<file path="src/rtl/qos_pkg.sv">
// Shared types for the QoS queuing datapath: packet layout, FSM encoding, packet width.
// Pure declarations; no latency, no backpressure.
package qos_pkg;

    localparam int PKT_BITS = 4;

    localparam int DEST_HI    = 3;
    localparam int DEST_LO    = 2;
    localparam int PAYLOAD_HI = 1;
    localparam int PAYLOAD_LO = 0;

    typedef enum logic [1:0] {
        IDLE    = 2'd0,
        COLLECT = 2'd1,
        EMIT    = 2'd2
    } asm_state_t;

    typedef struct packed {
        logic [DEST_HI-DEST_LO:0]       dest;
        logic [PAYLOAD_HI-PAYLOAD_LO:0] payload;
    } pkt_t;

endpackage

</file>
<file path="src/rtl/key_debouncer.sv">
// Synchronises and debounces one active-low key; 1-cycle pulse on accepted press.
// Latency raw edge -> pressed_pulse is 2 + DEBOUNCE_CYCLES; no backpressure.
module key_debouncer #(
    parameter int DEBOUNCE_CYCLES = 500000
) (
    input  logic clk,
    input  logic rst,
    input  logic key_n_raw,
    output logic pressed_pulse,
    output logic level
);

    localparam int CW = $clog2(DEBOUNCE_CYCLES + 1);
    localparam logic [CW-1:0] CNT_LAST = CW'(DEBOUNCE_CYCLES - 1);

    logic          sync1_q, sync2_q;
    logic          level_q, level_d;
    logic          pulse_q, pulse_d;
    logic [CW-1:0] cnt_q, cnt_d;

    always_comb begin
        level_d = level_q;
        pulse_d = 1'b0;
        cnt_d   = '0;
        // Any sample back at the accepted level restarts the stability window.
        if (sync2_q != level_q) begin
            if (cnt_q == CNT_LAST) begin
                level_d = sync2_q;
                pulse_d = ~sync2_q;
            end else begin
                cnt_d = cnt_q + CW'(1);
            end
        end
    end

    always_ff @(posedge clk or posedge rst) begin
        if (rst) begin
            sync1_q <= 1'b1;
            sync2_q <= 1'b1;
            level_q <= 1'b1;
            pulse_q <= 1'b0;
            cnt_q   <= '0;
        end else begin
            sync1_q <= key_n_raw;
            sync2_q <= sync1_q;
            level_q <= level_d;
            pulse_q <= pulse_d;
            cnt_q   <= cnt_d;
        end
    end

    assign pressed_pulse = pulse_q;
    assign level         = level_q;

endmodule

</file>
<file path="src/rtl/packet_input_assembler.sv">
// Assembles four debounced key bits (MSB first) into a packet and pulses wrt_en for one cycle.
// Packet visible the cycle after the 4th press event; no backpressure, presses during EMIT are dropped.
module packet_input_assembler
    import qos_pkg::*;
#(
    parameter int DEBOUNCE_CYCLES = 500000,
    parameter int TIMEOUT_CYCLES  = 250000000
) (
    input  logic                clk,
    input  logic                rst,
    input  logic                start,
    input  logic                button0,
    input  logic                button1,
    output logic [PKT_BITS-1:0] pkt_data,
    output logic                wrt_en,
    output logic [2:0]          bit_count,
    output logic                collecting,
    output logic                abort,
    output logic [6:0]          pkt_total
);

    localparam int TW = (TIMEOUT_CYCLES > 0) ? $clog2(TIMEOUT_CYCLES + 1) : 1;
    localparam bit TMO_EN = (TIMEOUT_CYCLES != 0);
    localparam logic [TW-1:0] TMO_MAX  = TW'(TIMEOUT_CYCLES);
    localparam logic [2:0]    LAST_BIT = 3'(PKT_BITS - 1);

    logic start_p, b0_p, b1_p;
    logic start_lvl_unused, b0_lvl_unused, b1_lvl_unused;

    key_debouncer #(.DEBOUNCE_CYCLES(DEBOUNCE_CYCLES)) u_deb_start (
        .clk(clk), .rst(rst), .key_n_raw(start),   .pressed_pulse(start_p), .level(start_lvl_unused));
    key_debouncer #(.DEBOUNCE_CYCLES(DEBOUNCE_CYCLES)) u_deb_b0 (
        .clk(clk), .rst(rst), .key_n_raw(button0), .pressed_pulse(b0_p),    .level(b0_lvl_unused));
    key_debouncer #(.DEBOUNCE_CYCLES(DEBOUNCE_CYCLES)) u_deb_b1 (
        .clk(clk), .rst(rst), .key_n_raw(button1), .pressed_pulse(b1_p),    .level(b1_lvl_unused));

    // Both bit keys in one cycle is ambiguous, so neither counts.
    logic bit_p, bit_val;
    assign bit_p   = b0_p ^ b1_p;
    assign bit_val = b1_p;

    asm_state_t          state_q, state_d;
    logic [PKT_BITS-2:0] shift_q, shift_d;
    logic [2:0]          bit_count_q, bit_count_d;
    pkt_t                pkt_data_q, pkt_data_d;
    logic                wrt_en_q, wrt_en_d;
    logic                abort_q, abort_d;
    logic [6:0]          pkt_total_q, pkt_total_d;
    logic [TW-1:0]       tmo_q, tmo_d;

    always_comb begin
        state_d     = state_q;
        shift_d     = shift_q;
        bit_count_d = bit_count_q;
        pkt_data_d  = pkt_data_q;
        pkt_total_d = pkt_total_q;
        tmo_d       = tmo_q;
        wrt_en_d    = 1'b0;
        abort_d     = 1'b0;
        case (state_q)
            IDLE: begin
                if (start_p) begin
                    state_d     = COLLECT;
                    shift_d     = '0;
                    bit_count_d = '0;
                    tmo_d       = '0;
                end
            end
            COLLECT: begin
                // Priority: restart, then bit entry, then timeout.
                if (start_p) begin
                    shift_d     = '0;
                    bit_count_d = '0;
                    tmo_d       = '0;
                end else if (bit_p) begin
                    shift_d = {shift_q[PKT_BITS-3:0], bit_val};
                    tmo_d   = '0;
                    if (bit_count_q == LAST_BIT) begin
                        pkt_data_d  = pkt_t'({shift_q, bit_val});
                        wrt_en_d    = 1'b1;
                        bit_count_d = 3'(PKT_BITS);
                        pkt_total_d = pkt_total_q + 7'd1;
                        state_d     = EMIT;
                    end else begin
                        bit_count_d = bit_count_q + 3'd1;
                    end
                end else if (TMO_EN && (tmo_q >= TMO_MAX)) begin
                    abort_d     = 1'b1;
                    bit_count_d = '0;
                    shift_d     = '0;
                    tmo_d       = '0;
                    state_d     = IDLE;
                end else begin
                    tmo_d = tmo_q + TW'(1);
                end
            end
            EMIT: begin
                state_d     = IDLE;
                bit_count_d = '0;
            end
            default: state_d = IDLE;
        endcase
    end

    always_ff @(posedge clk or posedge rst) begin
        if (rst) begin
            state_q     <= IDLE;
            shift_q     <= '0;
            bit_count_q <= '0;
            pkt_data_q  <= '0;
            wrt_en_q    <= 1'b0;
            abort_q     <= 1'b0;
            pkt_total_q <= '0;
            tmo_q       <= '0;
        end else begin
            state_q     <= state_d;
            shift_q     <= shift_d;
            bit_count_q <= bit_count_d;
            pkt_data_q  <= pkt_data_d;
            wrt_en_q    <= wrt_en_d;
            abort_q     <= abort_d;
            pkt_total_q <= pkt_total_d;
            tmo_q       <= tmo_d;
        end
    end

    assign pkt_data   = pkt_data_q;
    assign wrt_en     = wrt_en_q;
    assign bit_count  = bit_count_q;
    assign collecting = (state_q == COLLECT);
    assign abort      = abort_q;
    assign pkt_total  = pkt_total_q;

endmodule

</file>
<file path="config.mk">
export PLATFORM = sky130hd
export DESIGN_NAME = packet_input_assembler
export DESIGN_NICKNAME = d
export VERILOG_FILES = /design/src/rtl/qos_pkg.sv /design/src/rtl/key_debouncer.sv /design/src/rtl/packet_input_assembler.sv
export SDC_FILE = /design/constraint.sdc
export NUM_CORES = 1
export LEC_CHECK = 0
export ABC_AREA = 1
export CORE_AREA = 2 2 104 106
export CTS_BUF_LIST = sky130_fd_sc_hd__clkbuf_8
export CTS_CLUSTER_SIZE = 14
export DETAILED_ROUTE_END_ITERATION = 8
export DIE_AREA = 0 0 106 108
export DONT_BUFFER_PORTS = 1
export GPL_TIMING_DRIVEN = 0
export PLACE_DENSITY = 0.87
export SKIP_LAST_GASP = 1
export SLEW_MARGIN = 10
export SYNTH_ARGS = -nofsm -noshare
export SYNTH_HDL_FRONTEND = slang
export SYNTH_HIERARCHICAL = 1
export SYNTH_SLANG_ARGS = --single-unit
</file>
<file path="constraint.sdc">
create_clock -name clk -period 2 [get_ports clk]
set_clock_uncertainty 0.15 [all_clocks]
set_input_delay 0.2 -clock clk [delete_from_list [all_inputs] [get_ports clk]]
set_output_delay 0.2 -clock clk [all_outputs]
set_load 0.1 [all_outputs]
</file>
==> results.sh <==
export IMPL_r2r_cells=8
export IMPL_worst_pin_slew_ps=972
export IMPL_cp_common_cell="nor2_4"
export IMPL_grt_overflow=0
export IMPL_final_nets=892
export IMPL_crit_slowest_cell="nor2_4"
export IMPL_synth_nets=853
export IMPL_crit_fanout=8
export IMPL_synth_ff_type="dfrtp_1"
export IMPL_synth_seq_cells=118
export IMPL_syn_inst=839
export IMPL_power_density_nw_per_um2=616
export IMPL_drtIter0Drc=498
export IMPL_root_buffer="clkbuf_8"
export IMPL_synth_seq_area_share_pct=45.4
export IMPL_grt_total_usage_pct=27.2
export IMPL_area_delta_synth_final_pct=16.6
export IMPL_fin_crit_sh_pct=112
export IMPL_fillers=674
export IMPL_max_stage_delay_ps=630
export IMPL_multi_input_area_sq_um=3360
export IMPL_post_dp_hpwl_mm=9.44
export IMPL_final_setup_worst_slack_ps=-245
export IMPL_tritoncts="done"
export IMPL_finalCriticalPeriod_ps=2250
export IMPL_die_h_microns=108
export IMPL_crit_buf_inv=2
export IMPL_clock_path_buffers=2
export IMPL_finalHoldViolations=0
export IMPL_synthesis_area_sq_um=6530
export IMPL_clkSinkCount=118
export IMPL_start_util_pct=63.9
export IMPL_vias=5743
export IMPL_cp_end_kind="flip-flop"
export IMPL_drv_cap=0
export IMPL_cp_arrival_ps=2480
export IMPL_yosys_warnings=6
export IMPL_violations="setup timing"
export IMPL_synth_edf_count=0
export IMPL_ant_nets=0
export IMPL_tritoncts_num_buffers=17
export IMPL_slew_violations=0
export IMPL_ios=22
export IMPL_dr_pass1_iters=5
export IMPL_floorplan_rows=37
export IMPL_worstSetupPathType="reg2reg"
export IMPL_slew_limit_headroom_pct=35.2
export IMPL_rsz0062_at_grt="yes"
export IMPL_die_width_microns=106
export IMPL_dp_cells=976
export IMPL_drc=0
export IMPL_required_ps=2230
export IMPL_startpoint_type="flip-flop"
export IMPL_path_delay_family="simple AND/OR/NAND/NOR gates"
export IMPL_finalSetupViolations=47
export IMPL_wire_per_inst_microns=15.4
export IMPL_peakVddDrop_v=0.000627
export IMPL_wl_mm=15.9
export IMPL_die_area_sq_um=11400
export IMPL_status="finished with violations"
export IMPL_antenna_found_initial=0
export IMPL_grt_pass1_vias=5425
export IMPL_avgSynthCellArea_sq_um=7.79
export IMPL_via_per_inst=5.59
export IMPL_grt_pass1_wl_mm=24.5
export IMPL_path_clk_slew_ps=80
export IMPL_htreeDepth=4
export IMPL_setup_tns_ps=-7690
export IMPL_synthDistinctLibCells=33
export IMPL_leakagePower_nw=3.33
export IMPL_grt_max_degree=27
export IMPL_numPortBuffers=0
export IMPL_coreArea_sq_um=10200
export IMPL_regArea_sq_um=2980
export IMPL_drive_above_1_share_pct=22.4
export IMPL_fmax_ghz=0.445
export IMPL_final_cells=1027
export IMPL_place_congestion=0.930
export IMPL_clock_latency_ps=450
export IMPL_hold_class="in2reg"
export IMPL_cp_cell_sequence="nor2_4 -> nand2_2 -> nor2_4 -> nand3_4 -> nand2_8 -> buf_12 -> inv_16 -> nor2_2"
export IMPL_diodes=0
export IMPL_cp_num_cells=8
export IMPL_synth_async_sr_flop_share_pct=100
export IMPL_hold_depth=1
[synthesized netlist by cell type, types with 4 or more instances]
cell type,n,share of area [%]
a21oi_1,13,1.0
o21ai_1,10,0.77
nand3_1,59,4.5
nand2_2,22,2.1
nor2_2,29,2.8
nand4_1,20,1.9
o21a_1,4,0.46
nor2_1,150,8.6
o21bai_1,6,0.69
xor2_1,29,3.9
nor3_1,13,1.0
nand2_1,186,11
dfstp_2,9,3.6
inv_2,11,0.63
xnor2_1,10,1.3
ha_1,9,1.7
inv_1,104,6.0
nor2_4,11,1.9
dfrtp_1,109,42
o21ai_0,9,0.69
nor3b_2,6,1.1
[cells by family (layout without fill, tap and decap cells)]
| group | after synthesis | count (layout) | share of synthesized area (%) |
|---|---|---|---|
| fa+ha+maj | 9 | 9 | 1.72 |
| buf+inv | 120 | 172 | 7.12 |
| xor+xnor | 42 | 42 | 5.97 |
| flops | 118 | 118 | 45.4 |
| simple gates | 502 | 502 | 35.5 |
| compound gates | 48 | 48 | 4.35 |
[stage by stage]
step                      utilization (%)  power [mW]  area, sq um  hold WS, ps  setup WS [ps]
after detailed placement             65.9        2.59         6750         34.0           -298
after floorplan                         -        2.55         6550         49.7          -53.3
after CTS                            72.5        4.71         7420          120           -118
final                                74.5        4.69         7620          146           -245
after global routing                 74.5        4.84         7620          132           -304
after global placement               65.7        2.58         6720         54.5           -240
[path summary, 6_finish.rpt]
kind,to,slack (ps),start
max,tmo_q[11],-250,state_q[1]
min,u_deb_b1/sync1_q,150,button1
max reg2reg,tmo_q[11],-250,state_q[1]
min reg2reg,u_deb_b0/sync2_q,210,u_deb_b0/sync1_q
max in group asynchronous,u_deb_b1/cnt_q[5],770,rst
min in group asynchronous,tmo_q[12],230,rst
[sequential cells by signal, summed over array words and instances, names as in the netlist, 2 cells and up]
register / count
pkt_data: 4
shift_q: 3
u_deb_b1/cnt_q: 19
pkt_total: 7
u_deb_b0/cnt_q: 19
tmo_q: 28
bit_count: 3
u_deb_start/cnt_q: 19
state_q: 2
[power by group]
group	leakage (nW)	switching [mW]	total, mW	internal (mW)
registers	1.59	0.0163	2.43	2.41
clock network	0.212	0.953	2.14	1.18
logic	1.52	0.0933	0.126	0.0326
[metal layers]
metal	share of wire (%)	wire (microns)	track usage, %
met3	7.2	1150	7.90
met1	40	6370	33.0
met4	3.9	613	11.3
met5	0	0	0
met2	49	7740	46.0
[cells in the final DEF, fill, tap and decap left out, types with 4 or more instances in the layout]
master / netlist / layout
nand2_1: 186 / 175
nor2_1: 150 / 131
inv_1: 104 / 103
dfrtp_1: 109 / 100
nand3_1: 59 / 55
nor2_2: 29 / 33
xor2_1: 29 / 29
nand2_2: 22 / 28
nor2_4: 11 / 26
nand4_1: 20 / 20
clkbuf_8: 0 / 20
inv_2: 11 / 13
o21ai_1: 10 / 13
nor3_1: 13 / 12
a21oi_1: 13 / 12
xnor2_1: 10 / 10
ha_1: 9 / 9
dfrtp_2: 0 / 9
buf_4: 1 / 9
dfstp_2: 9 / 9
o21bai_1: 6 / 6
nor3b_2: 6 / 6
nand3_2: 3 / 5
clkinv_2: 0 / 5
nand2_4: 0 / 4
buf_6: 1 / 4
o21a_1: 4 / 4
dlygate4sd3_1: 0 / 4
[repair_timing]
| action | in CTS | in global routing |
|---|---|---|
| endpoints found under the setup margin | 45 | 47 |
| pin swaps | 14 | 6 |
| hold endpoints to repair | 112 | 0 |
| cloned | 3 | 0 |
| setup buffers | 9 | 5 |
| resized for setup | 47 | 51 |
| hold buffers | 4 | 0 |
[final cells by class]
cell class / count / area share, %
buffer: 4 / 0.476
clock buffer: 20 / 3.61
clock inverter: 12 / 1.48
inverter: 115 / 5.86
multi-input combinational: 601 / 44.0
sequential: 118 / 39.0
tap: 136 / 2.23
timing repair buffer: 19 / 2.84
timing repair inverter: 2 / 0.411
Note: power is estimated with default switching activity, not from simulation.
